--- src/rtl/div_unit_pkg.sv ---
// Shared widths, op codes, FSM encoding and sign helpers for the RV32M divider.
package div_unit_pkg;

  localparam int unsigned XLEN  = 32;
  localparam int unsigned CNT_W = $clog2(XLEN);
  localparam int unsigned RD_W  = 5;
  localparam int unsigned OP_W  = 2;

  localparam logic [OP_W-1:0] OP_DIV  = 2'b00;
  localparam logic [OP_W-1:0] OP_DIVU = 2'b01;
  localparam logic [OP_W-1:0] OP_REM  = 2'b10;
  localparam logic [OP_W-1:0] OP_REMU = 2'b11;

  localparam logic [XLEN-1:0] INT_MIN = {1'b1, {(XLEN-1){1'b0}}};

  typedef enum logic [1:0] {
    ST_IDLE = 2'd0,
    ST_CALC = 2'd1,
    ST_DONE = 2'd2
  } div_state_e;

  // Bit 0 clear selects the signed flavour, bit 1 set selects the remainder.
  function automatic logic op_is_signed(logic [OP_W-1:0] op);
    return ~op[0];
  endfunction

  function automatic logic op_is_rem(logic [OP_W-1:0] op);
    return op[1];
  endfunction

  function automatic logic [XLEN-1:0] neg_if(logic [XLEN-1:0] x, logic neg);
    return neg ? (~x + XLEN'(1)) : x;
  endfunction

endpackage

--- src/rtl/div_unit_if.sv ---
// Execute-stage request/response bundle between pipeline control and the divider.
interface div_unit_if;
  import div_unit_pkg::*;

  logic                 start_i;
  logic [OP_W-1:0]      op_i;
  logic [XLEN-1:0]      dividend_i;
  logic [XLEN-1:0]      divisor_i;
  logic [RD_W-1:0]      rd_addr_i;
  logic                 flush_i;
  logic [XLEN-1:0]      result_o;
  logic [RD_W-1:0]      rd_addr_o;
  logic                 valid_o;
  logic                 stall_o;

  modport master (
    output start_i, op_i, dividend_i, divisor_i, rd_addr_i, flush_i,
    input  result_o, rd_addr_o, valid_o, stall_o
  );

  modport slave (
    input  start_i, op_i, dividend_i, divisor_i, rd_addr_i, flush_i,
    output result_o, rd_addr_o, valid_o, stall_o
  );

endinterface

--- src/rtl/div_core_step.sv ---
// One restoring-division step: shift {rem, dividend} left, trial-subtract, emit quotient bit.
module div_core_step
  import div_unit_pkg::*;
(
  input  logic [XLEN-1:0] rem_i,
  input  logic [XLEN-1:0] dvd_i,
  input  logic [XLEN-1:0] dvsr_i,
  output logic [XLEN-1:0] rem_o,
  output logic [XLEN-1:0] quo_o
);

  logic [XLEN:0] rem_sh;
  logic          fits;

  assign rem_sh = {rem_i, dvd_i[XLEN-1]};
  assign fits   = rem_sh >= {1'b0, dvsr_i};

  // Difference is below the divisor whenever it is kept, so XLEN bits hold it.
  assign rem_o = fits ? XLEN'(rem_sh - {1'b0, dvsr_i}) : rem_sh[XLEN-1:0];
  assign quo_o = {dvd_i[XLEN-2:0], fits};

endmodule

--- src/rtl/div_unit.sv ---
// Iterative radix-2 divider for RV32M DIV/DIVU/REM/REMU; stalls the pipe while computing.
module div_unit
  import div_unit_pkg::*;
(
  input  logic        clk,
  input  logic        rst_n,
  div_unit_if.slave   bus
);

  div_state_e        state_q, state_d;
  logic [CNT_W-1:0]  cnt_q, cnt_d;
  logic [XLEN-1:0]   rem_q, rem_d;
  logic [XLEN-1:0]   quo_q, quo_d;
  logic [XLEN-1:0]   dvsr_q, dvsr_d;
  logic              neg_quo_q, neg_quo_d;
  logic              neg_rem_q, neg_rem_d;
  logic              is_rem_q, is_rem_d;
  logic [XLEN-1:0]   result_q, result_d;
  logic [RD_W-1:0]   rd_addr_q, rd_addr_d;
  logic              valid_q, valid_d;
  logic              stall_c;

  logic              accept_c;
  logic              sgn_c;
  logic              rem_op_c;
  logic              dvd_neg_c;
  logic              dvs_neg_c;
  logic              div_zero_c;
  logic              ovf_c;
  logic              special_c;
  logic              last_c;
  logic [XLEN-1:0]   step_rem_c;
  logic [XLEN-1:0]   step_quo_c;

  // Request decode and special-case detection, looked at only while IDLE.
  assign accept_c   = bus.start_i & ~bus.flush_i;
  assign sgn_c      = op_is_signed(bus.op_i);
  assign rem_op_c   = op_is_rem(bus.op_i);
  assign dvd_neg_c  = sgn_c & bus.dividend_i[XLEN-1];
  assign dvs_neg_c  = sgn_c & bus.divisor_i[XLEN-1];
  assign div_zero_c = (bus.divisor_i == '0);
  assign ovf_c      = sgn_c & (bus.dividend_i == INT_MIN) & (bus.divisor_i == '1);
  assign special_c  = div_zero_c | ovf_c;
  assign last_c     = (cnt_q == CNT_W'(XLEN-1));

  div_core_step u_step (
    .rem_i  (rem_q),
    .dvd_i  (quo_q),
    .dvsr_i (dvsr_q),
    .rem_o  (step_rem_c),
    .quo_o  (step_quo_c)
  );

  // State register.
  always_ff @(posedge clk or negedge rst_n) begin
    if (!rst_n) state_q <= ST_IDLE;
    else        state_q <= state_d;
  end

  // Next-state logic; flush always returns to IDLE.
  always_comb begin
    state_d = state_q;
    case (state_q)
      ST_IDLE: if (accept_c) state_d = special_c ? ST_DONE : ST_CALC;
      ST_CALC: begin
        if (bus.flush_i)  state_d = ST_IDLE;
        else if (last_c)  state_d = ST_DONE;
      end
      ST_DONE: state_d = ST_IDLE;
      default: state_d = ST_IDLE;
    endcase
  end

  // Output and datapath next-values.
  always_comb begin
    cnt_d     = cnt_q;
    rem_d     = rem_q;
    quo_d     = quo_q;
    dvsr_d    = dvsr_q;
    neg_quo_d = neg_quo_q;
    neg_rem_d = neg_rem_q;
    is_rem_d  = is_rem_q;
    result_d  = result_q;
    rd_addr_d = rd_addr_q;
    valid_d   = 1'b0;
    stall_c   = 1'b0;
    case (state_q)
      ST_IDLE: begin
        if (accept_c) begin
          stall_c   = 1'b1;
          rd_addr_d = bus.rd_addr_i;
          is_rem_d  = rem_op_c;
          neg_quo_d = dvd_neg_c ^ dvs_neg_c;
          neg_rem_d = dvd_neg_c;
          if (div_zero_c) begin
            result_d = rem_op_c ? bus.dividend_i : '1;
            valid_d  = 1'b1;
          end else if (ovf_c) begin
            result_d = rem_op_c ? '0 : INT_MIN;
            valid_d  = 1'b1;
          end else begin
            rem_d  = '0;
            quo_d  = neg_if(bus.dividend_i, dvd_neg_c);
            dvsr_d = neg_if(bus.divisor_i, dvs_neg_c);
            cnt_d  = '0;
          end
        end
      end
      ST_CALC: begin
        stall_c = 1'b1;
        if (!bus.flush_i) begin
          rem_d = step_rem_c;
          quo_d = step_quo_c;
          cnt_d = cnt_q + CNT_W'(1);
          if (last_c) begin
            result_d = is_rem_q ? neg_if(step_rem_c, neg_rem_q)
                                : neg_if(step_quo_c, neg_quo_q);
            valid_d  = 1'b1;
          end
        end
      end
      default: ;
    endcase
  end

  // Datapath and output registers.
  always_ff @(posedge clk or negedge rst_n) begin
    if (!rst_n) begin
      cnt_q     <= '0;
      rem_q     <= '0;
      quo_q     <= '0;
      dvsr_q    <= '0;
      neg_quo_q <= 1'b0;
      neg_rem_q <= 1'b0;
      is_rem_q  <= 1'b0;
      result_q  <= '0;
      rd_addr_q <= '0;
      valid_q   <= 1'b0;
    end else begin
      cnt_q     <= cnt_d;
      rem_q     <= rem_d;
      quo_q     <= quo_d;
      dvsr_q    <= dvsr_d;
      neg_quo_q <= neg_quo_d;
      neg_rem_q <= neg_rem_d;
      is_rem_q  <= is_rem_d;
      result_q  <= result_d;
      rd_addr_q <= rd_addr_d;
      valid_q   <= valid_d;
    end
  end

  assign bus.result_o  = result_q;
  assign bus.rd_addr_o = rd_addr_q;
  assign bus.valid_o   = valid_q;
  assign bus.stall_o   = stall_c;

endmodule

--- src/flat_wrapper.sv ---
// flat-port wrapper written by rule: the top's interface ports become plain ports
module div_unit_flat import div_unit_pkg::*;
  (clk, rst_n, bus_start_i, bus_op_i, bus_dividend_i, bus_divisor_i, bus_rd_addr_i, bus_flush_i, bus_result_o, bus_rd_addr_o, bus_valid_o, bus_stall_o);
  div_unit_if bus_i ();
  input  logic clk;
  input  logic rst_n;
  input wire logic [$bits(bus_i.start_i)-1:0] bus_start_i;
  input wire logic [$bits(bus_i.op_i)-1:0] bus_op_i;
  input wire logic [$bits(bus_i.dividend_i)-1:0] bus_dividend_i;
  input wire logic [$bits(bus_i.divisor_i)-1:0] bus_divisor_i;
  input wire logic [$bits(bus_i.rd_addr_i)-1:0] bus_rd_addr_i;
  input wire logic [$bits(bus_i.flush_i)-1:0] bus_flush_i;
  output wire logic [$bits(bus_i.result_o)-1:0] bus_result_o;
  output wire logic [$bits(bus_i.rd_addr_o)-1:0] bus_rd_addr_o;
  output wire logic [$bits(bus_i.valid_o)-1:0] bus_valid_o;
  output wire logic [$bits(bus_i.stall_o)-1:0] bus_stall_o;
  assign bus_i.start_i = bus_start_i;
  assign bus_i.op_i = bus_op_i;
  assign bus_i.dividend_i = bus_dividend_i;
  assign bus_i.divisor_i = bus_divisor_i;
  assign bus_i.rd_addr_i = bus_rd_addr_i;
  assign bus_i.flush_i = bus_flush_i;
  assign bus_result_o = bus_i.result_o;
  assign bus_rd_addr_o = bus_i.rd_addr_o;
  assign bus_valid_o = bus_i.valid_o;
  assign bus_stall_o = bus_i.stall_o;
  div_unit u_core (.clk(clk), .rst_n(rst_n), .bus(bus_i));
endmodule
--- config.mk ---
export PLATFORM = sky130hd
export DESIGN_NAME = div_unit_flat
export DESIGN_NICKNAME = d
export VERILOG_FILES = /design/src/rtl/div_unit_pkg.sv /design/src/rtl/div_unit_if.sv /design/src/rtl/div_core_step.sv /design/src/rtl/div_unit.sv /design/src/flat_wrapper.sv
export SDC_FILE = /design/constraint.sdc
export NUM_CORES = 1
export LEC_CHECK = 0
export CORE_MARGIN = 3
export CORE_UTILIZATION = 40
export CTS_CLUSTER_SIZE = 25
export DETAILED_ROUTE_END_ITERATION = 7
export PLACE_DENSITY = 0.68
export REMOVE_ABC_BUFFERS = 1
export SLEW_MARGIN = 20
export SYNTH_ARGS = -nofsm -noshare
export SYNTH_HDL_FRONTEND = slang
export SYNTH_SLANG_ARGS = --single-unit
--- constraint.sdc ---
create_clock -name clk -period 7.4 [get_ports clk]
set_input_delay 1.48 -clock clk [delete_from_list [all_inputs] [get_ports clk]]
set_output_delay 1.48 -clock clk [all_outputs]
set_load 0.01 [all_outputs]
==> metrics.md, run 1 <==
| Metric | Value |
|---|---|
| RR Startpoint | `u_core.rem_q[5]` |
| Setup ws final | `1.66 ns` |
| P_leak | `5.88 nW` |
| Sequential-to-total area share from yosys stat | `29.9%` |
| Max H-tree Level | `4` |
| Mapped Cells | `1506` |
| Starting Density | `41.2%` |
| Setup CP Type | `reg -> reg` |
| Post-detail-place hpwl | `28.9 mm` |
| Crit path launch type | `flip-flop` |
| CP Data Arrival Time | `6.05 ns` |
| Slew Limit Fails | `0` |
| Synthesized flop and latch total | `144` |
| Clk slew on worst S/H paths | `0.06 ns` |
| Cells after DPL | `1928` |
| Layout fillers | `2763` |
| CTS root buffer | `clkbuf_16` |
| F_max | `174 MHz` |
| CTS tree | `yes` |
| Worst-Skew Late Latency | `0.43 ns` |
| CTS sink count | `144` |
| Clock Power Share | `31.8%` |
| CP Launch Point | `u_core.rem_q[5]` |
| Maxcap violations | `0` |
| Pre-antenna DRT Iters | `6` |
| 1st-iter DRT viols | `1291` |
| XOR/XNOR share of the synthesized area | `10.2%` |
| Area of the multi-input gates | `7700 µm²` |
| Synth Area in Simple Gates | `20.3%` |
| Async SR Flop Fraction | `100%` |
| Total Routing Usage GR | `23.4%` |
| Die area | `32300 µm²` |
| Die span in y | `180 µm` |
| Fin cells | `1960` |
| Post-Synth Adder-Cell Area | `4.21%` |
| Fin crit period | `5.74 ns` |
| Worst Path Buf+Inv | `2` |
| Most frequent cells in the layout | `nand2_1, dfrtp_1, o21ai_0` |
| WL final | `39.1 mm` |
| Slew headroom | `30.3%` |
| Initial antenna violation count | `0` |
| Largest net degree at the start of global routing | `93` |
| Post-CTS setup repair buffer count | `0` |
| Crit-path max cell delay | `0.73 ns` |
| NetSw | `1.08 mW` |
| Fin crit share | `77.6%` |
| Worst path required time | `7.71 ns` |
| Port bufs | `113` |
| Crit end category | `flip-flop` |
| Total CTS buffers | `17` |
| Main synth FF type | `dfrtp_1` |
| Post-cts sizing count | `0` |
| Fin Clk Skew | `0.0113 ns` |
| Fin nets | `1679` |
| Area growth, synth to finish | `16.5%` |
| Final hold violation count | `0` |
| CTS max path bufs | `2` |
| Pre-CTS WS | `1.44 ns` |
| Setup TNS | `0 ns` |
| Total gr overflow | `0` |
| Post-route antenna net violation count | `0` |
| CTS Hold Bufs | `0` |
| HP Start | `u_core.bus.rd_addr_o[3]` |
| RePlAce Congestion | `0.923` |
| YS warnings | `0` |
| Mapped Area | `12100 µm²` |
| First-pass GRT wire length | `62.5 mm` |
| Layout cells sized above 1 | `6.85%` |
| Actual slew at the worst max-slew pin | `1.04 ns` |
| IO Count | `114` |
| Setup violators final | `0` |
| Post-synth EDFFs | `0` |
| Ant. Diodes | `0` |
| Vias per cell | `6.16` |
| Pwr dens | `209 nW/µm²` |
| Vias in the first global route | `11500` |
| Avg WL per Cell | `20.0 µm` |
| Commonest non-fill, non-tap cell in the layout | `nand2_1` |
| Comb power frac | `34.9%` |
| Die X-Extent | `180 µm` |
| Distinct cells, synth | `102` |
| DRC errors left | `0` |
| Peak supply drop | `0.121 mV` |
| Total Power | `2.94 mW` |
| Sequential cell area | `3600 µm²` |
| Avg Inst Size Synth | `8.01 µm²` |
| Total vias in the final route | `12100` |
| Mux cell area share after synthesis | `2.60%` |
| Int Pwr | `1.86 mW` |
| Core ar. | `29200 µm²` |
| Min-Delay Path Class | `reg -> reg` |
| Cell Rows | `62` |
| Register share of total power | `33.3%` |
| Synth Area in Compound Gates | `26.4%` |
| Crit-path leading delay family | `compound AO/OA/AOI/OAI gates` |
| CP Cell Sequence | `ha_1 -> a21oi_2 -> o211ai_1 -> a221o_1 -> a21o_2 -> a211o_2 -> inv_1 -> mux2i_1 -> ha_1 -> inv_1 -> a2111o_1 -> or4_2 -> o21a_1 -> or4b_1 -> o41ai_2 -> xnor2_1 -> o21ai_1` |
| Net switching fraction of the power | `36.8%` |
| Status | `finished clean` |
| CP max FO | `11` |
| RSZ-0062 raised after global routing | `no` |
| Largest family of logic cells by synthesized area | `compound AO/OA/AOI/OAI gates` |
| Slowest CP cell | `or4_2` |
layout make-up:
class,count,share of cell area (%)
Clock buffer,22,3.30
Clock inverter,9,1.12
Inverter,93,2.48
Multi-Input combinational cell,1176,54.8
Sequential cell,144,25.6
Tap cell,384,3.42
Timing Repair Buffer,132,9.21
worst reg2reg max path: cells and delay by family, from the launching register on:
family | cells | cell delay [ns]
AOI/OAI and AO/OA | 9 | 2.51
xor gates and xnor gates | 1 | 0.16
adders and majority gates | 2 | 0.71
buffers and inverters | 2 | 0.23
DFF | 1 | 0.45
muxes | 1 | 0.28
and+or+nand+nor | 2 | 1.27
metrics by stage:
| step | instance area [µm²] | utilization, % | hold WS (ns) |
|---|---|---|---|
| 6_report | 14100 | 48.1 | 0.474 |
| 5_1_grt | 14100 | 48.1 | 0.496 |
| 3_5_place_dp | 13400 | 45.8 | 0.461 |
| 4_1_cts | 14000 | 48.0 | 0.477 |
| 3_3_place_gp | 13400 | 45.8 | 0.459 |
| 2_1_floorplan | 11600 | - | 0.460 |
state kept, by name, summed over array words and instances (netlist names):
register              flops
u_core.bus.result_o      32
u_core.dvsr_q            32
u_core.quo_q             32
u_core.rem_q             32
u_core.bus.rd_addr_o      5
u_core.cnt_q              5
u_core.state_q            2
u_core.bus.valid_o        1
u_core.is_rem_q           1
u_core.neg_quo_q          1
u_core.neg_rem_q          1
layer usage:
metal	vias to the layer above	routed length [µm]	GRT usage (%)
li1	5640	-	-
met5	-	0	0
met4	0	1340	8.51
met2	503	18100	37.7
met3	88	2390	3.17
met1	5847	17300	32.2
worst paths after layout:
kind	to	slack, ns	cells past startpoint
max in group asynchronous	u_core.dvsr_q[20]	5.24	3
min in group asynchronous	u_core.quo_q[5]	1.05	1
setup / recovery	u_core.bus.result_o[28]	1.66	17
hold reg to reg	u_core.bus.rd_addr_o[3]	0.47	2
hold / removal	u_core.bus.rd_addr_o[3]	0.47	2
setup reg to reg	u_core.bus.result_o[28]	1.66	17
synthesized netlist by cell type, types with 5 or more instances:
cell	n	area share, %
a211oi_1	12	0.75
nor2_1	111	3.5
or2_2	7	0.36
a31oi_1	22	1.1
mux2i_1	28	2.3
and2_1	5	0.26
o31ai_1	25	1.6
buf_2	12	0.50
dfrtp_1	144	30
nor3_1	31	1.3
o21a_1	6	0.37
and3_1	13	0.67
xnor2_1	77	5.6
nand4_1	21	1.1
o21bai_1	5	0.31
nand2b_1	16	0.83
nor4_1	18	0.93
or3_1	16	0.83
xor2_1	61	4.4
clkbuf_1	67	2.1
inv_1	91	2.8
ha_1	39	4.0
a222oi_1	30	2.5
o21ai_0	143	5.9
nand3_1	25	1.0
o22ai_1	8	0.41
o41ai_1	22	1.6
a21oi_1	96	4.0
or4_1	17	1.1
o311ai_0	5	0.36
nand2_1	163	5.1
o211ai_1	23	1.4
a21o_1	15	0.93
a22o_1	6	0.44
nor2b_1	11	0.57
cells by family (layout without fill, tap and decap cells):
| family | Yosys count | in the layout |
|---|---|---|
| xor+xnor | 139 | 139 |
| flops | 144 | 144 |
| fa+ha+maj | 40 | 40 |
| simple gates | 492 | 492 |
| mux | 31 | 31 |
| buf+inv | 186 | 256 |
| compound gates | 474 | 474 |
power by group through the flow:
stage | clock network [mW] | logic [mW] | registers, mW
final | 0.935 | 1.03 | 0.979
after global routing | 0.974 | 1.14 | 0.991
after CTS | 0.943 | 1.01 | 0.975
after detailed placement | 0 | 1.01 | 0.988
after global placement | 0 | 0.994 | 0.986
after floorplan | 0 | 0.677 | 0.980
Note: power is estimated with default switching activity, not from simulation.
==> run 2: changes to the inputs <==
PLACE_DENSITY = 0.7   (was 0.68)
clock period = 4.75 ns   (was 7.4 ns; I/O delays follow)
==> run 2 against run 1 <==
  * Worst setup slack worse by 1.6 ns
  * Worst hold slack gained 0.0078 ns
  * Register-to-register slack worse by 1.6 ns
  * Critical path depth rose by 1
  * Clock power increased by 75%
  * Die area did not move
  * Sequential cell count unchanged
  * Cell count is 8.9% higher
  * Critical path type unchanged
  * Largest cell class unchanged
==> metrics.md, run 2 (synthesis gave the netlist of run 1 again) <==
| Metric | Value |
|---|---|
| Status | `finished clean` |
| Slowest CP cell | `or4b_4` |
| DRC errors left | `0 (unchanged)` |
| First-pass GRT wire length | `65.4 mm (+4.7%)` |
| Commonest non-fill, non-tap cell in the layout | `buf_4` |
| Slew Limit Fails | `0 (unchanged)` |
| Post-place instance area | `14700 µm² (+9.9%)` |
| Setup ws final | `0.0725 ns (-1.59 ns)` |
| Pre-antenna DRT Iters | `6 (unchanged)` |
| Die span in y | `180 µm (unchanged)` |
| Avg WL per Cell | `19.4 µm (-2.7%)` |
| IO Count | `114 (unchanged)` |
| Layout cells sized above 1 | `18.7% (+12 points)` |
| Total vias in the final route | `12700 (+4.8%)` |
| Net switching fraction of the power | `36.2% (-0.63 points)` |
| CP Cell Sequence | `inv_2 -> ha_4 -> a21oi_2 -> o21ai_2 -> a221o_1 -> a21o_2 -> a211o_4 -> inv_2 -> mux2i_1 -> ha_2 -> inv_2 -> a2111o_1 -> or4_4 -> o21a_1 -> or4b_4 -> o41ai_4 -> xnor2_1 -> o21ai_1` |
| Register share of total power | `30.4% (-2.9 points)` |
| Layout fillers | `2663 (-3.6%)` |
| Comb power frac | `37.2% (+2.3 points)` |
| HP Start | `u_core.bus.rd_addr_o[3]` |
| Clk slew on worst S/H paths | `0.07 ns (about the same)` |
| Worst Path Buf+Inv | `3 (+1)` |
| Starting Density | `41.2% (unchanged)` |
| CTS tree | `yes` |
| Initial antenna violation count | `0 (unchanged)` |
| Worst path required time | `5.06 ns (-2.65 ns)` |
| Vias per cell | `5.93 (-3.8%)` |
| Die X-Extent | `180 µm (unchanged)` |
| Hold Slack | `0.482 ns (+0.00777 ns)` |
| Actual slew at the worst max-slew pin | `1.08 ns (+0.0317 ns)` |
| Core ar. | `29200 µm² (unchanged)` |
| Cells on Worst Hold Path | `2 (unchanged)` |
| Design Area, Final | `15700 µm² (+12%)` |
| Crit-path leading delay family | `compound AO/OA/AOI/OAI gates` |
| Slew headroom | `28.1% (-2.1 points)` |
| Total CTS buffers | `17 (unchanged)` |
| Worst R2R Path Depth | `18 (+1)` |
| Worst-Skew Late Latency | `0.44 ns (about the same)` |
| Fin crit share | `98.5% (+21 points)` |
| Fin nets | `1852 (+10%)` |
| NetSw | `1.83 mW (+69%)` |
| Max H-tree Level | `4 (unchanged)` |
| Final core occ | `53.8% (+5.7 points)` |
| CTS Hold Bufs | `0 (unchanged)` |
| Setup CP Type | `reg -> reg` |
| R2R setup slack | `0.07 ns (-1.59 ns)` |
| CP Data Arrival Time | `4.98 ns (-1.07 ns)` |
| Int Pwr | `3.23 mW (+74%)` |
| P_leak | `6.82 nW (+16%)` |
| Largest net degree at the start of global routing | `92 (-1.1%)` |
| 1st-iter DRT viols | `1515 (+17%)` |
| Final hold violation count | `0 (unchanged)` |
| Total Routing Usage GR | `24.7% (+1.3 points)` |
| Crit end category | `flip-flop` |
| Fin cells | `2134 (+8.9%)` |
| RSZ-0062 raised after global routing | `yes` |
| Setup TNS | `0 ns (unchanged)` |
| Cell Rows | `62 (unchanged)` |
| CTS max path bufs | `2 (unchanged)` |
| Total Power | `5.07 mW (+72%)` |
| RePlAce Congestion | `0.967 (+4.8%)` |
| Pre-CTS WS | `-0.520 ns (-1.96 ns)` |
| CTS sink count | `144 (unchanged)` |
| Total gr overflow | `0 (unchanged)` |
| Fin Clk Skew | `0.00966 ns (-0.00161 ns)` |
| Setup violators final | `0 (unchanged)` |
| Pwr dens | `322 nW/µm² (+54%)` |
| CTS root buffer | `clkbuf_16` |
| WL final | `41.5 mm (+5.9%)` |
| Crit path launch type | `flip-flop` |
| RR Startpoint | `u_core.dvsr_q[12]` |
| Post-detail-place hpwl | `31.3 mm (+8.5%)` |
| Port bufs | `113 (unchanged)` |
| Maxcap violations | `0 (unchanged)` |
| Crit Reg-Reg Endpoint | `u_core.bus.result_o[28]` |
| Cells after DPL | `2098 (+8.8%)` |
| Post-route antenna net violation count | `0 (unchanged)` |
| CP max FO | `5 (-6)` |
| Clock Power Share | `32.4% (+0.6 points)` |
| Vias in the first global route | `12200 (+6.1%)` |
| Ant. Diodes | `0 (unchanged)` |
| Peak supply drop | `0.246 mV (+100%)` |
| Die area | `32300 µm² (unchanged)` |
| Most frequent cells in the layout | `buf_4, nand2_1, dfrtp_1` |
| Worst Hold End | `u_core.bus.rd_addr_o[3]` |
| Crit-path max cell delay | `0.52 ns (-0.21 ns)` |
| Fin crit period | `4.68 ns (-1.06 ns)` |
| Min-Delay Path Class | `reg -> reg` |
| Worst path depth | `18 (+1)` |
| Area growth, synth to finish | `30.4%` |
| Crit-path most repeated cell | `inv_2` |
| F_max | `214 MHz (+23%)` |
==> run 2: how the worst max path moves through the flow <==
stage	end	slack [ns]	startpoint
6_report	u_core.bus.result_o[28]	0.07	u_core.dvsr_q[12]
5_1_grt	u_core.bus.result_o[28]	-0.14	u_core.dvsr_q[12]
4_1_cts	u_core.bus.result_o[26]	0.003	u_core.dvsr_q[6]
3_5_place_dp	u_core.bus.result_o[28]	-0.52	u_core.rem_q[25]
3_3_place_gp	u_core.bus.result_o[28]	-0.39	u_core.dvsr_q[26]
2_1_floorplan	u_core.bus.result_o[28]	-2.03	u_core.rem_q[8]
==> run 2: layer usage <==
layer	share of wire (%)	vias up	GRT usage (%)
li1	-	5984	-
met1	42	6066	32.3
met2	48	513	41.3
met3	6.0	94	3.42
met4	3.9	0	9.72
met5	0	-	0
==> run 2: worst register-to-register path, cell delays in order, from the launching register on <==
cell and delay (ns):
dfrtp_1 0.37, inv_2 0.08, ha_4 0.21, a21oi_2 0.17
o21ai_2 0.09, a221o_1 0.36, a21o_2 0.22, a211o_4 0.37
inv_2 0.07, mux2i_1 0.25, ha_2 0.23, inv_2 0.04
a2111o_1 0.29, or4_4 0.47, o21a_1 0.22, or4b_4 0.52
o41ai_4 0.34, xnor2_1 0.17, o21ai_1 0.10
==> run 2: power by group through the flow <==
| stage | combinational [mW] | clock, mW | sequential (mW) |
|---|---|---|---|
| final | 1.89 | 1.64 | 1.54 |
| after global routing | 2.06 | 1.70 | 1.55 |
| after CTS | 1.80 | 1.66 | 1.52 |
| after detailed placement | 1.78 | 0 | 1.55 |
| after global placement | 1.76 | 0 | 1.54 |
| after floorplan | 1.05 | 0 | 1.53 |
==> run 2: cell type report <==
| cell class | count | area, µm² | share of cell area (%) |
|---|---|---|---|
| Inverter | 93 | 349 | 2.22 |
| Multi-Input combinational cell | 1176 | 7970 | 50.7 |
| Sequential cell | 144 | 3600 | 22.9 |
| Clock inverter | 13 | 246 | 1.57 |
| Timing Repair Buffer | 305 | 2620 | 16.7 |
| Clock buffer | 19 | 453 | 2.88 |
| Tap cell | 384 | 480 | 3.06 |
==> run 2: timing repair <==
item / 4_1_cts / 5_1_grt
buffers inserted: 1 / 3
pin swaps: 3 / 13
endpoints found under the setup margin: 12 / 28
gates cloned: 0 / 0
resized for setup: 6 / 49
